### src/rtl/collision_monitor_pkg.sv
// Shared definitions for the collision monitor: FSM state encodings and
// the death-cause codes reported on the `cause` output.
package collision_monitor_pkg;

    typedef enum logic [1:0] {
        ST_IDLE  = 2'd0,
        ST_SAFE  = 2'd1,
        ST_ARMED = 2'd2,
        ST_DEAD  = 2'd3
    } state_t;

    typedef enum logic [1:0] {
        CAUSE_NONE  = 2'd0,
        CAUSE_FLOOR = 2'd1,
        CAUSE_CEIL  = 2'd2,
        CAUSE_PIPE  = 2'd3
    } cause_t;

endpackage

### src/rtl/collision_monitor_pipe_hit_check.sv
// Combinational overlap test between the bird and one pipe channel.
// Ports:
//   height  - bird top row
//   pipe_x  - pipe left column
//   gap_top - top row of the pipe's open gap
//   hit     - bird overlaps the pipe columns and is not fully inside the gap
module collision_monitor_pipe_hit_check #(
    parameter int H_W    = 9,
    parameter int X_W    = 10,
    parameter int BIRD_X = 100,
    parameter int BIRD_W = 16,
    parameter int BIRD_H = 16,
    parameter int PIPE_W = 40,
    parameter int GAP_H  = 120
) (
    input  logic [H_W-1:0] height,
    input  logic [X_W-1:0] pipe_x,
    input  logic [H_W-1:0] gap_top,
    output logic           hit
);

    // Two spare bits so the sums below can never wrap.
    localparam int HE = H_W + 2;
    localparam int XE = X_W + 2;

    logic [HE-1:0] bird_top;
    logic [HE-1:0] bird_bot;
    logic [HE-1:0] gap_hi;
    logic [HE-1:0] gap_lo;
    logic [XE-1:0] px;
    logic          x_overlap;

    assign bird_top  = HE'(height);
    assign bird_bot  = HE'(height) + HE'(BIRD_H);
    assign gap_hi    = HE'(gap_top);
    assign gap_lo    = HE'(gap_top) + HE'(GAP_H);
    assign px        = XE'(pipe_x);
    assign x_overlap = (px < XE'(BIRD_X + BIRD_W)) && ((px + XE'(PIPE_W)) > XE'(BIRD_X));
    assign hit       = x_overlap && ((bird_top < gap_hi) || (bird_bot > gap_lo));

endmodule

### src/rtl/collision_monitor.sv
// Per-frame bird death decision against floor, ceiling and N_PIPES pipes.
// A run starts with a spawn-protection window of SAFE_FRAMES ticks, then is
// armed; floor contact kills at once, ceiling/pipe contact must persist for
// GRACE_FRAMES consecutive ticks. Cause and offending pipes latch at death.
// Ports:
//   clk, reset           - clock, synchronous active-high reset
//   frame_tick           - once-per-frame strobe; inputs are only evaluated here
//   start                - begin a run (from IDLE) or restart (from DEAD)
//   height               - bird top row
//   pipe_x / gap_top     - packed per-channel pipe column / gap top row
//   is_dead, alive       - registered status flags
//   cause, hit_pipe      - latched death cause and violating channels
//   state                - IDLE/SAFE/ARMED/DEAD
module collision_monitor
    import collision_monitor_pkg::*;
#(
    parameter int H_W          = 9,
    parameter int X_W          = 10,
    parameter int N_PIPES      = 2,
    parameter int FLOOR_Y      = 440,
    parameter int CEIL_Y       = 8,
    parameter int BIRD_X       = 100,
    parameter int BIRD_W       = 16,
    parameter int BIRD_H       = 16,
    parameter int PIPE_W       = 40,
    parameter int GAP_H        = 120,
    parameter int GRACE_FRAMES = 2,
    parameter int SAFE_FRAMES  = 4
) (
    input  logic                   clk,
    input  logic                   reset,
    input  logic                   frame_tick,
    input  logic                   start,
    input  logic [H_W-1:0]         height,
    input  logic [N_PIPES*X_W-1:0] pipe_x,
    input  logic [N_PIPES*H_W-1:0] gap_top,
    output logic                   is_dead,
    output logic                   alive,
    output logic [1:0]             cause,
    output logic [N_PIPES-1:0]     hit_pipe,
    output logic [1:0]             state
);

    localparam int HE       = H_W + 2;
    localparam int SAFE_CW  = (SAFE_FRAMES > 0) ? $clog2(SAFE_FRAMES + 1) : 1;
    localparam int GRACE_CW = (GRACE_FRAMES > 0) ? $clog2(GRACE_FRAMES + 1) : 1;

    state_t                state_q, state_d;
    logic [SAFE_CW-1:0]    safe_q, safe_d;
    logic [GRACE_CW-1:0]   grace_q, grace_d, grace_inc;
    cause_t                cause_q, cause_d;
    logic [N_PIPES-1:0]    hit_q, hit_d;
    logic [N_PIPES-1:0]    pipe_v;
    logic [HE-1:0]         h_ext;
    logic                  floor_v;
    logic                  ceil_v;

    for (genvar i = 0; i < N_PIPES; i++) begin : g_pipe
        collision_monitor_pipe_hit_check #(
            .H_W    (H_W),
            .X_W    (X_W),
            .BIRD_X (BIRD_X),
            .BIRD_W (BIRD_W),
            .BIRD_H (BIRD_H),
            .PIPE_W (PIPE_W),
            .GAP_H  (GAP_H)
        ) u_chk (
            .height  (height),
            .pipe_x  (pipe_x[i*X_W +: X_W]),
            .gap_top (gap_top[i*H_W +: H_W]),
            .hit     (pipe_v[i])
        );
    end

    assign h_ext     = HE'(height);
    assign floor_v   = (h_ext + HE'(BIRD_H)) > HE'(FLOOR_Y);
    assign ceil_v    = h_ext < HE'(CEIL_Y);
    assign grace_inc = grace_q + GRACE_CW'(1);

    always_comb begin
        state_d = state_q;
        safe_d  = safe_q;
        grace_d = grace_q;
        cause_d = cause_q;
        hit_d   = hit_q;
        case (state_q)
            ST_IDLE: begin
                if (start) begin
                    state_d = ST_SAFE;
                    safe_d  = SAFE_CW'(SAFE_FRAMES);
                    grace_d = '0;
                end
            end
            ST_SAFE: begin
                if (frame_tick) begin
                    safe_d = safe_q - SAFE_CW'(1);
                    if (safe_q == SAFE_CW'(1)) begin
                        state_d = ST_ARMED;
                    end
                end
            end
            ST_ARMED: begin
                if (frame_tick) begin
                    if (floor_v) begin
                        state_d = ST_DEAD;
                        cause_d = CAUSE_FLOOR;
                        hit_d   = pipe_v;
                    end else if (ceil_v || (|pipe_v)) begin
                        grace_d = grace_inc;
                        if (grace_inc >= GRACE_CW'(GRACE_FRAMES)) begin
                            state_d = ST_DEAD;
                            cause_d = ceil_v ? CAUSE_CEIL : CAUSE_PIPE;
                            hit_d   = pipe_v;
                        end
                    end else begin
                        // A clean frame breaks the violation streak.
                        grace_d = '0;
                    end
                end
            end
            ST_DEAD: begin
                if (start) begin
                    state_d = ST_SAFE;
                    safe_d  = SAFE_CW'(SAFE_FRAMES);
                    grace_d = '0;
                    cause_d = CAUSE_NONE;
                    hit_d   = '0;
                end
            end
            default: state_d = ST_IDLE;
        endcase
    end

    always_ff @(posedge clk) begin
        if (reset) begin
            state_q  <= ST_IDLE;
            safe_q   <= '0;
            grace_q  <= '0;
            cause_q  <= CAUSE_NONE;
            hit_q    <= '0;
            is_dead  <= 1'b0;
            alive    <= 1'b0;
        end else begin
            state_q  <= state_d;
            safe_q   <= safe_d;
            grace_q  <= grace_d;
            cause_q  <= cause_d;
            hit_q    <= hit_d;
            is_dead  <= (state_d == ST_DEAD);
            alive    <= (state_d == ST_SAFE) || (state_d == ST_ARMED);
        end
    end

    assign state    = state_q;
    assign cause    = cause_q;
    assign hit_pipe = hit_q;

endmodule

### config.mk
export PLATFORM = sky130hd
export DESIGN_NAME = collision_monitor
export DESIGN_NICKNAME = d
export VERILOG_FILES = /design/src/rtl/collision_monitor_pkg.sv /design/src/rtl/collision_monitor_pipe_hit_check.sv /design/src/rtl/collision_monitor.sv
export SDC_FILE = /design/constraint.sdc
export NUM_CORES = 1
export LEC_CHECK = 0
export ABC_AREA = 1
export BUFFER_PORTS_ARGS = -buffer_cell sky130_fd_sc_hd__buf_2
export CORE_ASPECT_RATIO = 0.75
export CORE_MARGIN = 8
export CORE_UTILIZATION = 40
export DETAILED_ROUTE_END_ITERATION = 8
export GPL_ROUTABILITY_DRIVEN = 0
export HOLD_SLACK_MARGIN = 0.03
export MAX_ROUTING_LAYER = met4
export PLACE_DENSITY = 0.78
export RECOVER_POWER = 100
export SYNTH_ARGS = -nofsm -noshare
export SYNTH_HDL_FRONTEND = slang
export SYNTH_SLANG_ARGS = --single-unit
### constraint.sdc
create_clock -name clk -period 2.6 [get_ports clk]
set_clock_uncertainty 0.15 [all_clocks]
set_input_delay 0.26 -clock clk [delete_from_list [all_inputs] [get_ports clk]]
set_output_delay 0.26 -clock clk [all_outputs]
set_load 0.01 [all_outputs]
==> flow_metrics.env, run 1 <==
export IMPL_ir_drop_mv=0.140
export IMPL_power_density_nw_per_um2=315
export IMPL_die_w_um=100
export IMPL_die_h_um=79.0
export IMPL_initial_core_util_pct=40.6
export IMPL_async_flop_share_pct=0
export IMPL_fin_crit_sh_pct=100
export IMPL_netlist_area_um2=2110
export IMPL_synth_edff_count=0
export IMPL_cp_required_ps=2590
export IMPL_synth_top_area_cell="ha_1"
export IMPL_antenna_found_initial=0
export IMPL_placed_cell_area_um2=2760
export IMPL_rsz0062_at_grt="true"
export IMPL_drc=0
export IMPL_hold_viol=0
export IMPL_grt_pass1_vias=2320
export IMPL_yosysMostFrequentCell="nand2_1"
export IMPL_critPathSlowestCell="ha_1"
export IMPL_dp_hpwl_um=5070
export IMPL_tightest_slew_ps=733
export IMPL_cp_start_kind="input port"
export IMPL_overflow=0
export IMPL_vias=2401
export IMPL_avgSynthCellArea_um2=6.57
export IMPL_grt_pass1_wl_um=9790
export IMPL_seq_area_frac_synth_pct=12.3
export IMPL_crit_start="gap_top[3]"
export IMPL_grt_max_degree=13
export IMPL_yosys_register_bits=13
export IMPL_cts_root_buf="clkbuf_8"
export IMPL_synth_main_ff_cell="dfxtp_1"
export IMPL_fin_nets=513
export IMPL_drv_cap=0
export IMPL_critPathTopFamily="simple AND/OR/NAND/NOR gates"
export IMPL_avgRoutedWirePerCell_um=12.7
export IMPL_clock_sinks=13
export IMPL_firstDrtPassIters=4
export IMPL_ff2ff_setup_slack_ps=350
export IMPL_wl_um=6230
export IMPL_fin_area_um2=3010
export IMPL_reg2regPathDepth=11
export IMPL_synth_commonest_cells="72 x nand2_1, 50 x inv_1, 46 x ha_1, 30 x nand3_1, 26 x nor2_1"
export IMPL_viasPerCell=4.90
export IMPL_worstPathMaxFanout=3
export IMPL_yosysWarnings=0
export IMPL_cp_depth=25
export IMPL_fmax_mhz=384
export IMPL_syn_inst=322
export IMPL_htree_levels=1
export IMPL_hold_ws_ps=201
export IMPL_end_kind="flip-flop"
export IMPL_r2r_end="alive"
export IMPL_hp_class="input port to flip-flop"
export IMPL_post_place_ws_ps=-349
export IMPL_num_rows=23
export IMPL_drt_iter0_drc=62
export IMPL_status="finished with violations"
export IMPL_r2r_start="state[0]"
export IMPL_drive_gt1_share_pct=34.2
export IMPL_totalPowerFinal_mw=0.948
export IMPL_final_util_pct=57.8
export IMPL_netlist_top_cells_area="ha_1 27%, nand2_1 13%, dfxtp_1 12%"
export IMPL_track_usage_pct=15.0
export IMPL_dieArea_um2=7890
export IMPL_hold_buffers=0
export IMPL_clk_latency_ps=250
export IMPL_setup_viol=1
export IMPL_syn_nets=419
export IMPL_slowest_delay_ps=260
export IMPL_ant_nets=0
export IMPL_cp_endpoint="alive"
export IMPL_synth_top_area_share_pct=27.2
export IMPL_antenna_cells=0
export IMPL_syn2layout_area_growth_pct=42.4
export IMPL_fin_crit_ps=2600
export IMPL_setup_slack_ps=-4.07
export IMPL_path_buf_inv=4
export IMPL_cts_tree="yes"
export IMPL_ys_types=27
export IMPL_cts_made_buffers=3
export IMPL_crit_type="input port to flip-flop"
export IMPL_slew_headroom_pct=50.9
export IMPL_core_um2=5210
export IMPL_crit_arrival_ps=2590
export IMPL_cts_buffer_depth=2
export IMPL_slew_viol_final=0
export IMPL_power_leakage_nw=1.53
export IMPL_cp_common_cell="nand2_1"
export IMPL_ios=59
export IMPL_io_buffers=58
export IMPL_violations="setup timing"
export IMPL_cts_clk_slew_worst_paths_ps=60
==> cells in the final DEF, fill, tap and decap left out, drive strengths merged, types with 2 or more instances in the layout <==
cell,netlist,layout
a21oi,27,27
buf,1,83
clkbuf,0,11
dfxtp,13,13
ha,46,46
inv,53,53
nand2,78,78
nand3,33,33
nand3b,2,2
nor2,28,28
nor3,5,5
o211ai,4,4
o21a,2,2
o21ai,14,14
xnor2,2,2
xor2,11,11
==> state kept, by name, indices dropped and copies added, names as in the netlist <==
| name | flops |
|---|---|
| alive | 1 |
| hit_pipe | 2 |
| grace_q | 2 |
| is_dead | 1 |
| cause | 2 |
| safe_q | 3 |
| state | 2 |
==> power breakdown <==
part / switching, mW / total, mW / internal, mW
registers: 0.0148 / 0.231 / 0.217
clock network: 0.0822 / 0.191 / 0.109
logic: 0.295 / 0.526 / 0.231
==> logic make-up after synthesis <==
kind of cell | share of synthesized area [%]
buffers and inverters | 9.59
AND/OR/NAND/NOR | 31.8
AO/OA/AOI/OAI | 13.7
flip-flops | 12.3
adder cells (fa/ha/maj) | 27.2
XOR/XNOR | 5.38
==> area by class of cell <==
class / count / area [µm²]
multi-input combinational: 255 / 1840
tap: 75 / 93.8
inverter: 53 / 219
clock buffer: 4 / 45.0
fill: 479 / 2200
sequential: 13 / 260
timing repair buffer: 90 / 554
==> through the flow <==
step                      setup TNS, ps  cells
after floorplan                       0    322
after global placement             -851    484
after detailed placement          -1230    484
after CTS                             0    489
after global routing               -311    490
final                             -4.07    490
==> layer usage <==
layer  GRT usage, %  share of wire (%)
met1           18.6                 45
met2           25.2                 48
met3           2.36                4.6
met4           3.01                1.6
met5              -                  0
==> worst min path at each step <==
stage / slack (ps) / start / depth (start not counted) / end
after global routing: 210 / reset / 2 / cause[1]
after CTS: 200 / reset / 2 / alive
after floorplan: 170 / reset / 1 / grace_q[1]
final: 200 / reset / 2 / alive
after global placement: 310 / safe_q[1] / 2 / safe_q[1]
after detailed placement: 320 / hit_pipe[0] / 2 / hit_pipe[0]
==> timing repair <==
| action | in CTS | in global routing |
|---|---|---|
| gates cloned | 0 | 0 |
| resized for setup | 12 | 37 |
| pin swaps | 2 | 19 |
| endpoints found under the setup margin | 1 | 8 |
| buffers inserted | 1 | 1 |
Power figures use the tool's default switching activity.
==> run 2, diff against run 1 <==
--- a/config.mk
+++ b/config.mk
@@ -16,6 +16,7 @@
 export MAX_ROUTING_LAYER = met4
 export PLACE_DENSITY = 0.78
 export RECOVER_POWER = 100
+export SETUP_SLACK_MARGIN = 0.02
 export SYNTH_ARGS = -nofsm -noshare
 export SYNTH_HDL_FRONTEND = slang
 export SYNTH_SLANG_ARGS = --single-unit
==> run 2 against run 1 <==
Against the previous run: the run still ends with setup timing left; fmax decreased by 0.50%; cell count increased by 1.4%; via count increased by 2.6%; first-iteration DRC count increased by 53%; sequential share of layout area decreased by 0.36 points; register-to-register slack about the same; utilization increased by 2.5 points; worst setup slack got worse by 13 ps; die area unchanged; largest power group unchanged.
==> flow_metrics.env, run 2 (synthesized netlist as in run 1, its figures left out) <==
export IMPL_status="finished with violations"
export IMPL_violations="setup timing"
export IMPL_cp_required_ps=2630
export IMPL_wl_um=6560
export IMPL_grt_pass1_vias=2345
export IMPL_cts_made_buffers=3
export IMPL_hp_class="input port to flip-flop"
export IMPL_cts_buffer_depth=2
export IMPL_avgRoutedWirePerCell_um=13.2
export IMPL_clkPwrFrac_pct=18.2
export IMPL_firstDrtPassIters=4
export IMPL_path_cells="buf_8, ha_4, nand3_4, xor2_4, ha_4, nand2_2, nand2_1, a21oi_1, nand3_1, nand2_1, nand2_1, nand2_2, nand3_4, nand2_2, nand2_1, nand2_1, nand2_1, nand2_1, nand2_1, nand2_2, inv_2, ha_4, inv_2, nor2_2"
export IMPL_cellInternalPower_mw=0.582
export IMPL_worstPathMaxFanout=5
export IMPL_track_usage_pct=15.2
export IMPL_syn2layout_area_growth_pct=48.6
export IMPL_antenna_cells=0
export IMPL_io_buffers=58
export IMPL_ir_drop_mv=0.155
export IMPL_post_place_ws_ps=-353
export IMPL_placed_cell_area_um2=2790
export IMPL_slowest_delay_ps=260
export IMPL_core_um2=5210
export IMPL_largest_register_ffs=3
export IMPL_grt_pass1_wl_um=9920
export IMPL_fin_area_um2=3140
export IMPL_hold_buffers=0
export IMPL_cp_common_cell="nand2_1"
export IMPL_antenna_found_initial=0
export IMPL_clk_latency_ps=240
export IMPL_ios=59
export IMPL_setup_viol=1
export IMPL_cts_root_buf="clkbuf_8"
export IMPL_htree_levels=1
export IMPL_critPathSlowestCell="xor2_4"
export IMPL_fin_crit_sh_pct=101
export IMPL_cp_start_kind="input port"
export IMPL_power_frac_comb_pct=58.1
export IMPL_n_fill_cell=445
export IMPL_cts_clk_slew_worst_paths_ps=60
export IMPL_clock_sinks=13
export IMPL_viasPerCell=4.96
export IMPL_power_density_nw_per_um2=313
export IMPL_hold_viol=0
export IMPL_layout_commonest_cell="nand2_1"
export IMPL_setup_slack_ps=-17.3
export IMPL_vias=2463
export IMPL_p_sw_share_pct=40.8
export IMPL_fin_crit_ps=2620
export IMPL_die_w_um=100
export IMPL_drv_cap=0
export IMPL_regMostFlops="safe_q"
export IMPL_rsz0062_at_grt="true"
export IMPL_pwr_share_seq_pct=23.7
export IMPL_power_leakage_nw=1.56
export IMPL_end_kind="flip-flop"
export IMPL_initial_core_util_pct=40.6
export IMPL_drive_gt1_share_pct=37.0
export IMPL_num_rows=23
export IMPL_die_h_um=79.0
export IMPL_p_sw_mw=0.402
export IMPL_cts_tree="yes"
export IMPL_tightest_slew_ps=733
export IMPL_grt_max_degree=13
export IMPL_crit_type="input port to flip-flop"
export IMPL_drc=0
export IMPL_slew_viol_final=0
export IMPL_drt_iter0_drc=95
export IMPL_overflow=0
export IMPL_crit_arrival_ps=2650
export IMPL_fin_nets=520
export IMPL_slew_headroom_pct=50.8
export IMPL_final_cell_mix="67 x nand2_1, 45 x buf_2, 41 x inv_1"
export IMPL_dp_hpwl_um=5240
export IMPL_ant_nets=0
export IMPL_dieArea_um2=7890
export IMPL_fmax_mhz=382
-- run 2: worst max-delay path, delay by kind of cell --
| family | cells | cell delay (ps) |
|---|---|---|
| adder cells (fa/ha/maj) | 3 | 680 |
| AND/OR/NAND/NOR | 16 | 1140 |
| XOR/XNOR | 1 | 260 |
| AO/OA/AOI/OAI | 1 | 160 |
| buffers and inverters | 3 | 160 |
-- run 2: area by class of cell --
class                      instances  area, µm²  share of cell area [%]
tap                               75       93.8                    2.99
timing repair buffer              97        619                    19.7
inverter                          53        219                    6.97
multi-input combinational        255       1910                    60.6
sequential                        13        260                    8.28
clock buffer                       4       45.0                    1.43
-- run 2: worst paths after layout --
kind / start / to / slack, ps / cells past startpoint
setup / recovery: height[4] / alive / -20 / 24
hold / removal: reset / alive / 210 / 2
setup reg to reg: state[0] / alive / 360 / 11
hold reg to reg: safe_q[1] / safe_q[1] / 330 / 2
-- run 2: metal layers --
| metal | wire [µm] | part of all wire [%] | vias to the layer above | track usage [%] |
|---|---|---|---|---|
| li1 | - | - | 1256 | - |
| met1 | 2790 | 43 | 1116 | 17.7 |
| met2 | 3290 | 50 | 85 | 27.1 |
| met3 | 412 | 6.3 | 6 | 2.71 |
| met4 | 70 | 1.1 | 0 | 2.41 |
| met5 | 0 | 0 | - | - |
-- run 2: repair_timing --
action / in CTS / in global routing
setup buffers: 2 / 4
resized for setup: 15 / 41
gates cloned: 0 / 0
setup endpoints to repair: 2 / 2
pin swaps: 9 / 25
-- run 2: stage by stage --
stage / hold WS, ps / utilization [%] / setup TNS [ps] / cells / power (mW)
2_1_floorplan: 172 / - / 0 / 322 / 0.531
3_3_place_gp: 305 / 53.6 / -384 / 487 / 0.690
3_5_place_dp: 313 / 53.6 / -1100 / 487 / 0.713
4_1_cts: 200 / 56.1 / 0 / 493 / 0.912
5_1_grt: 212 / 60.3 / -328 / 497 / 1.07
6_report: 214 / 60.3 / -17.3 / 497 / 0.983
-- run 2: power groups by stage --
stage          combinational, mW  sequential, mW  clock, mW
4_1_cts                    0.497           0.232      0.183
5_1_grt                    0.636           0.234      0.197
2_1_floorplan              0.294           0.237          0
3_5_place_dp               0.476           0.236          0
6_report                   0.571           0.233      0.179
3_3_place_gp               0.455           0.235          0
